**config.mk**
```make
export PLATFORM = sky130hd
export DESIGN_NAME = mult_seq_ctrl
export DESIGN_NICKNAME = d
export VERILOG_FILES = /design/src/rtl/mult_seq_ctrl.sv
export SDC_FILE = /design/constraint.sdc
export NUM_CORES = 1
export LEC_CHECK = 0
export BUFFER_PORTS_ARGS = -buffer_cell sky130_fd_sc_hd__buf_4
export CORE_UTILIZATION = 45
export DETAILED_ROUTE_END_ITERATION = 12
export PLACE_DENSITY = 0.79
export SLEW_MARGIN = 20
export SYNTH_ARGS = -nofsm -noshare
export SYNTH_HDL_FRONTEND = slang
export SYNTH_SLANG_ARGS = --single-unit
```
**constraint.sdc**
```tcl
create_clock -name clk -period 6.2 [get_ports clk]
set_input_delay 0.93 -clock clk [delete_from_list [all_inputs] [get_ports clk]]
set_output_delay 0.93 -clock clk [all_outputs]
set_load 0.005 [all_outputs]
```
**src/rtl/mult_seq_ctrl.sv**
```systemverilog
// rtl/mult_seq_ctrl.sv - Shift-add MULT/MULTU sequencer sharing an external CLA adder; optional MULT_EARLY_TERM_EN
module mult_seq_ctrl #(
    parameter int WIDTH = 32
) (
    input  logic             clk,
    input  logic             rst,
    input  logic             start,
    input  logic             is_signed,
    input  logic [WIDTH-1:0] op_a,
    input  logic [WIDTH-1:0] op_b,
    output logic             busy,
    output logic             done,
    output logic [WIDTH-1:0] hi,
    output logic [WIDTH-1:0] lo,
    output logic [WIDTH-1:0] add_a,
    output logic [WIDTH-1:0] add_b,
    output logic             add_cin,
    input  logic [WIDTH-1:0] add_sum,
    input  logic             add_cout
);

    localparam int CW = (WIDTH > 1) ? $clog2(WIDTH) : 1;
    localparam logic [CW-1:0] LAST_CNT = CW'(WIDTH - 1);

    typedef enum logic [1:0] {
        S_IDLE = 2'd0,
        S_CALC = 2'd1,
        S_SIGN = 2'd2
    } state_t;

    state_t               r_state;
    state_t               w_state_nx;
    logic [2*WIDTH-1:0]   r_p;
    logic [WIDTH-1:0]     r_mcand;
    logic [CW-1:0]        r_cnt;
    logic                 r_neg;
    logic                 r_done;
    logic [WIDTH-1:0]     r_hi;
    logic [WIDTH-1:0]     r_lo;

    logic [WIDTH-1:0]     w_mag_a;
    logic [WIDTH-1:0]     w_mag_b;
    logic [2*WIDTH-1:0]   w_step;
    logic [2*WIDTH-1:0]   w_calc_p;
    logic [2*WIDTH-1:0]   w_final;
    logic                 w_last;

    assign done = r_done;
    assign hi   = r_hi;
    assign lo   = r_lo;

    // Operand magnitudes; MULTU operands pass through untouched. The most
    // negative value maps to 2^(WIDTH-1), which still fits unsigned.
    always_comb begin
        w_mag_a = op_a;
        w_mag_b = op_b;
        if (is_signed && op_a[WIDTH-1]) begin
            w_mag_a = ~op_a + WIDTH'(1);
        end
        if (is_signed && op_b[WIDTH-1]) begin
            w_mag_b = ~op_b + WIDTH'(1);
        end
    end

    // One shift-add step: add the multiplicand into the high word when the
    // current multiplier bit is set, then shift the whole product right.
    always_comb begin
        w_step = {1'b0, r_p[2*WIDTH-1:1]};
        if (r_p[0]) begin
            w_step = {add_cout, add_sum, r_p[WIDTH-1:1]};
        end
    end

`ifdef MULT_EARLY_TERM_EN
    logic [CW-1:0]    w_shamt;
    logic [WIDTH-1:0] w_rem_mask;
    logic             w_rem_zero;

    // Finish early once no set multiplier bits remain: the remaining steps
    // would only shift, so they collapse into one bulk shift.
    always_comb begin
        w_shamt    = LAST_CNT - r_cnt;
        w_rem_mask = {WIDTH{1'b1}} >> r_cnt;
        w_rem_zero = ((r_p[WIDTH-1:0] & w_rem_mask) >> 1) == '0;
        w_last     = w_rem_zero || (r_cnt == LAST_CNT);
        w_calc_p   = w_step;
        if (w_rem_zero) begin
            w_calc_p = w_step >> w_shamt;
        end
    end
`else
    // Fixed-length iteration: exactly WIDTH steps.
    always_comb begin
        w_last   = (r_cnt == LAST_CNT);
        w_calc_p = w_step;
    end
`endif

    // Final sign fix-up of the full double-width product.
    always_comb begin
        w_final = r_p;
        if (r_neg) begin
            w_final = ~r_p + (2*WIDTH)'(1);
        end
    end

    // State register.
    always_ff @(posedge clk or posedge rst) begin
        if (rst) begin
            r_state <= S_IDLE;
        end else begin
            r_state <= w_state_nx;
        end
    end

    // Next-state and adder operand drive; the adder sees zeros outside CALC.
    always_comb begin
        w_state_nx = r_state;
        add_a      = '0;
        add_b      = '0;
        add_cin    = 1'b0;
        busy       = (r_state != S_IDLE);
        case (r_state)
            S_IDLE: begin
                if (start) begin
                    w_state_nx = S_CALC;
                end
            end
            S_CALC: begin
                add_a = r_p[2*WIDTH-1:WIDTH];
                add_b = r_mcand;
                if (w_last) begin
                    w_state_nx = S_SIGN;
                end
            end
            S_SIGN: begin
                w_state_nx = S_IDLE;
            end
            default: begin
                w_state_nx = S_IDLE;
            end
        endcase
    end

    // Datapath: operand capture, product iteration, result write-back.
    always_ff @(posedge clk or posedge rst) begin
        if (rst) begin
            r_p     <= '0;
            r_mcand <= '0;
            r_cnt   <= '0;
            r_neg   <= 1'b0;
            r_done  <= 1'b0;
            r_hi    <= '0;
            r_lo    <= '0;
        end else begin
            r_done <= 1'b0;
            case (r_state)
                S_IDLE: begin
                    if (start) begin
                        r_mcand <= w_mag_a;
                        r_p     <= {{WIDTH{1'b0}}, w_mag_b};
                        r_neg   <= is_signed & (op_a[WIDTH-1] ^ op_b[WIDTH-1]);
                        r_cnt   <= '0;
                    end
                end
                S_CALC: begin
                    r_p   <= w_calc_p;
                    r_cnt <= r_cnt + CW'(1);
                end
                S_SIGN: begin
                    r_hi   <= w_final[2*WIDTH-1:WIDTH];
                    r_lo   <= w_final[WIDTH-1:0];
                    r_done <= 1'b1;
                end
                default: begin
                    r_done <= 1'b0;
                end
            endcase
        end
    end

endmodule

```
==> results.cfg, run 1 <==
[critical_path]
worst_ep_arrival_time_ns = 2.30
crit_required_ns = 5.27
crit_path_end_kind = output port
worstSetupStartpoint = r_state[0]
cp_top_family = buffers and inverters
cpMaxStageDelayCell = buf_4
crit_path_max_fanout = 93
critPathMostFrequentCell = buf_4
crit_chain = nor2b_4 > buf_4 > and2_1 > buf_4
path_class = flip-flop to output port
critical_path_buf_inv_count = 2
max_stage_delay_ns = 0.72
regToRegStartpoint = r_p[0]
critical_path_source_type = flip-flop

[logic_synthesis]
ys.warnings.count = 0
syn-mean-instance-area_um2 = 8.90
register_area_share_after_synthesis_pct = 42.6
netlist_top_cells_area = dfrtp_1 (43%), o21ai_0 (8.8%), xor2_1 (7.9%)
yosys.area.top_type = dfrtp_1
yosys_register_bits = 169
yosys.cell_count.top_type = o21ai_0
synthTopCellsByCount = o21ai_0 (174), dfrtp_1 (169), nand2_1 (135)
synthesis.area_mm2 = 0.00992
synth-main-ff-cell = dfrtp_1
netlist_instances = 1114
synthesis.nets = 1220
synth-async-reset-ratio_pct = 100
netlist.area_leader.share_pct = 42.6
synth.distinct_cells = 49
synth_edf_count = 0

[timing]
final_hold_violating_endpoints = 0
tns_ns = 0
achievable-frequency_mhz = 310
timing.clock.skew_ns = 0.0153
final_min_period_over_clock_period_pct = 52.1
period_minus_slack_ns = 3.23
slew_headroom_pct = 27.4
rsz0062_at_grt = false
tightestPinTransition_ns = 1.09
maxSlewViolCount = 0
setup_viol_count_final = 0

[power]
power.leakage_nw = 5.45
power_density_mw_per_mm2 = 428
ir_drop_worst_vdd_mv = 0.237

[cts]
cts_tree = yes
clock_tree.buffer_depth = 2
cts_resized = 0
postCtsSetupBuffers = 0
cts.htree.levels = 4
clk-insertion-delay-late_ns = 0.43
number_of_buffers_inserted_for_hold_repair_after_clock_tree_synthesis = 0
clk_pin_slew_ns = 0.06
clk_root_buffer_cell = clkbuf_16
cts_inserted_buffers = 17
cts.sinks = 169

[drt]
drt_first_iter_violations = 839
met3_wire_len_um = 2370
met2_length_um = 13100
route.detailed.drc = 0
antenna_violating_nets_post_route = 0
topRoutingLayerUsed = met4
num_vias = 9030
avgRoutedWirePerCell_um = 17.8
drt_pre_antenna_iters = 6
wl_met1_um = 12000
wl_um = 28000
drt-vias-per-instance = 5.72

[floorplanning]
design.die.area_mm2 = 0.0226
rows = 53
initial_cell_density_of_the_core_pct = 46.6
boundaryPins = 232
die_w_um = 150
die-height_um = 150
core_area_mm2 = 0.0213

[grt]
grt_pass1_vias = 8342
grt_start_max_net_pins = 130
gr-total-overflow = 0
grt_first_pass_wirelength_um = 44100
number_of_antenna_violations_at_the_first_check_in_global_routing = 0
gr-usage-all-layers_pct = 25.0

[flow_run]
cap_viol_max_count = 0

[placed_design]
globalplace.congestion = 0.932
dpl_cell_area_mm2 = 0.0118
place_inst = 1545
detailed_place_hpwl_um = 19800
io_buffers = 230

[finish]
instances_no_fill = 1579
final_nets = 1397
area_growth_syn_to_layout_pct = 25.8
postLayoutCellArea_mm2 = 0.0125
layout-drive-gt1-share_pct = 22.4
antenna_cells_inserted = 0

[min_path]
min-delay-path-class = input port to async pin

[run_status]
outcome = completed
## flip-flops by register name, summed over array words and instances (netlist names)
register  cells
r_mcand      32
r_neg         1
r_p          64
done          1
lo           32
r_state       2
r_cnt         5
hi           32
## metrics by stage
step | worst slack, ns | util (%) | total power [W] | hold slack (ns)
3_5_place_dp | 2.89 | 55.2 | 0.00413 | 0.462
3_3_place_gp | 2.93 | 55.2 | 0.00407 | 0.453
5_1_grt | 2.70 | 58.6 | 0.00569 | 0.478
4_1_cts | 2.94 | 58.3 | 0.00534 | 0.478
6_report | 2.97 | 58.6 | 0.00534 | 0.467
2_1_floorplan | 0.695 | - | 0.00319 | 0.442
## kinds of logic (layout without fill, tap and decap cells)
group           after synthesis  in the layout  synth area share, %
compound gates              308            308                 18.6
xor+xnor                    106            106                 9.36
fa+ha+maj                     5              5                0.631
buf+inv                      89            279                 3.41
flops                       169            169                 42.6
mux                          44             44                 4.44
other cells                   1              1               0.0378
simple gates                392            392                 20.8
## final timing paths
kind                                    end  slack [ns]  cells after the start
worst max-delay path               add_a[1]        2.97                      4
worst min-delay path                 lo[10]        0.47                      2
worst max register to register       hi[28]        2.98                      8
worst min register to register  r_mcand[24]        0.47                      2
max in group asynchronous           r_p[53]        4.64                      3
min in group clk                r_mcand[24]        0.47                      2
## power by group
| part | leakage (nW) | internal (W) | switching [W] |
|---|---|---|---|
| registers | 2.17 | 0.00147 | 0.000626 |
| clock network | 0.311 | 0.000731 | 0.000461 |
| logic | 2.97 | 0.00106 | 0.000991 |
| total | 5.45 | 0.00326 | 0.00208 |
## area by class of cell
type,count,area [µm²]
timing repair buffer,236,1810
multi-input combinational,856,5380
clock inverter,13,216
fill,1870,8810
sequential,169,4230
clock buffer,19,443
tap,275,344
inverter,11,46.3
## routing by layer
metal	up-vias	track usage, %
li1	4321	-
met1	4304	34.0
met2	367	39.1
met3	38	6.06
met4	0	7.68
met5	-	0
## worst register-to-register path, cell delays in order (launching register included)
cell and delay, ns:
dfrtp_2 0.77, inv_1 0.25, ha_1 0.19, or3b_2 0.50, nor3_2 0.45, nand4_1 0.34, o31ai_1 0.36, xor2_1 0.17
o21ai_1 0.07
## cell usage in the layout, fill, tap and decap left out, types with 26 or more instances in the layout
master   netlist  final
o21ai_0      174    174
xor2_1        90     90
nor2_1        39     38
o31ai_1       35     35
a21oi_1       26     26
nand3_1       41     41
buf_4          1    234
mux2i_1       44     44
dfrtp_1      169    167
and2_1        67     68
nand2_1      135    134
Power figures use the tool's default switching activity.
==> run 2: changes to the inputs <==
--- a/config.mk
+++ b/config.mk
@@ -8,7 +8,7 @@
 export BUFFER_PORTS_ARGS = -buffer_cell sky130_fd_sc_hd__buf_4
 export CORE_UTILIZATION = 45
 export DETAILED_ROUTE_END_ITERATION = 12
-export PLACE_DENSITY = 0.79
+export PLACE_DENSITY = 0.81
 export SLEW_MARGIN = 20
 export SYNTH_ARGS = -nofsm -noshare
 export SYNTH_HDL_FRONTEND = slang
==> constraint.sdc (replaced) <==
create_clock -name clk -period 2.8 [get_ports clk]
set_input_delay 0.42 -clock clk [delete_from_list [all_inputs] [get_ports clk]]
set_output_delay 0.42 -clock clk [all_outputs]
set_load 0.005 [all_outputs]
==> run 2 against run 1 <==
Net effect: cell count grew 2.8%; cell area grew 1.8%; wire length grew 6.9%; sequential share of layout area shrank 0.61 points; sequential cell count is the same; worst setup slack lost 2.9 ns; total power grew 120%; sequential power grew 110%; register-to-register slack lost 2.9 ns; largest cell class unchanged.
==> results.cfg, run 2 (synthesized netlist as in run 1, its figures left out) <==
[run_status]
outcome = completed

[power]
ir_drop_worst_vdd_mv = 0.483
total_power_w = 0.0119
net-switching-power_w = 0.00480
sequentialPowerShare_pct = 36.4
clkPwrFrac_pct = 19.3
p_sw_share_pct = 40.4
combPwrFrac_pct = 44.3
power_density_mw_per_mm2 = 934
power.leakage_nw = 5.62
p_int_w = 0.00707

[placed_design]
detailed_place_hpwl_um = 21700
detailedPlace.worstSlack_ns = 0.0878
io_buffers = 230
place_inst = 1587
globalplace.congestion = 0.945

[floorplanning]
initial_cell_density_of_the_core_pct = 46.6
core_area_mm2 = 0.0213
die_w_um = 150
die-height_um = 150
rows = 53
boundaryPins = 232
design.die.area_mm2 = 0.0226

[grt]
grt_start_max_net_pins = 76
grt_first_pass_wirelength_um = 47000
met3_usage_pct = 6.73
grt-busiest-layer = met2
gr-total-overflow = 0
global_route.usage.met1_pct = 35.0
grt_pass1_vias = 8968
number_of_antenna_violations_at_the_first_check_in_global_routing = 0
gr-usage-all-layers_pct = 26.7
gr-usage-met2_pct = 43.0

[critical_path]
path_class = flip-flop to flip-flop
max_stage_delay_ns = 0.70
cpMaxStageDelayCell = or4b_1
worstSetupStartpoint = r_p[44]
crit_path_max_fanout = 7
critical_path_buf_inv_count = 0
critical_path_source_type = flip-flop
regToRegStartpoint = r_p[44]
worst_ep_arrival_time_ns = 3.01
ff2ff_setup_slack_ns = 0.08
crit_chain = or4_1 > or4b_1 > nand2b_1 > o31ai_1 > xor2_1 > o21ai_1
cp_top_family = simple AND/OR/NAND/NOR gates
worstReg2RegEnd = hi[19]
crit_required_ns = 3.09
worst_r2r_path_depth = 6
crit_path_end_kind = flip-flop

[timing]
tightestPinTransition_ns = 0.897
setup_slack_ns = 0.0752
final_min_period_over_clock_period_pct = 97.3
maxSlewViolCount = 0
slew_headroom_pct = 40.2
achievable-frequency_mhz = 367
period_minus_slack_ns = 2.72
timing.clock.skew_ns = 0.0103
setup_viol_count_final = 0
final_hold_violating_endpoints = 0

[finish]
antenna_cells_inserted = 0
area_growth_syn_to_layout_pct = 28.1
top_register = r_p
layout_commonest_cell = buf_4
final_nets = 1442
layout-drive-gt1-share_pct = 25.0
instances_no_fill = 1623
mostFrequentLayoutCells = buf_4 (279), o21ai_0 (174), dfrtp_1 (167), nand2_1 (134), xor2_1 (90)
largest_register_ff_count = 64
fill_cells = 1816

[cts]
cts_inserted_buffers = 17
clk_pin_slew_ns = 0.07
cts.sinks = 169
clk-insertion-delay-late_ns = 0.43
clk_root_buffer_cell = clkbuf_16
cts.htree.levels = 4
cts_tree = yes
clock_tree.buffer_depth = 2

[drt]
drt_pre_antenna_iters = 6
avgRoutedWirePerCell_um = 18.5
route.detailed.drc = 0
wl_um = 30000
antenna_violating_nets_post_route = 0
drt_first_iter_violations = 782
num_vias = 9473
drt-vias-per-instance = 5.84

[flow_run]
cap_viol_max_count = 0

[min_path]
min-delay-path-class = input port to async pin
## run 2: metrics by stage
step | instance area (µm²) | setup TNS [ns] | hold WS, ns | util, %
floorplan | 9930 | 0 | 0.442 | -
global placement | 12100 | 0 | 0.453 | 56.8
detailed placement | 12100 | 0 | 0.463 | 56.8
CTS | 12700 | 0 | 0.154 | 59.5
global route | 12700 | -0.0148 | 0.193 | 59.7
finish | 12700 | 0 | 0.139 | 59.7
## run 2: cell type report
type                       count  area, µm²  area share (%)
timing repair buffer         281       2130            16.8
inverter                      11       45.0           0.355
clock inverter                12        115           0.906
clock buffer                  19        443            3.49
tap                          275        344            2.71
sequential                   169       4230            33.3
multi-input combinational    856       5390            42.4
## run 2: layer usage
metal  routed length [µm]  vias to the layer above
met3                 2920                       63
met2                14200                      465
li1                     -                     4400
met5                    0                        -
met1                12100                     4545
met4                  746                        0
## run 2: how the worst max path moves through the flow
stage / endpoint / slack, ns / depth (start not counted)
2_1_floorplan: lo[30] / 0.02 / 10
4_1_cts: hi[21] / 0.02 / 6
6_report: hi[19] / 0.08 / 6
3_5_place_dp: r_p[26] / 0.09 / 7
5_1_grt: hi[19] / -0.01 / 6
3_3_place_gp: r_p[26] / 0.1 / 7
## run 2: timing repair
action                                 4_1_cts  5_1_grt
setup buffers                                0        5
setup endpoints to repair                    0        8
resized for setup                            0        1
endpoints found under the hold margin        0        0
hold buffers                                 0        0
## run 2: power by group through the flow
stage	logic (W)	clock network [W]	registers, W
after floorplan	0.00314	0	0.00394
final	0.00525	0.00229	0.00432
after CTS	0.00523	0.00230	0.00427
after global routing	0.00579	0.00242	0.00442
after detailed placement	0.00519	0	0.00430
after global placement	0.00504	0	0.00425
## run 2: worst reg2reg max path, stage by stage, from the launching register on
cell,delay [ns]
dfrtp_1,0.38
or4_1,0.69
or4b_1,0.70
nand2b_1,0.23
o31ai_1,0.29
xor2_1,0.21
o21ai_1,0.09
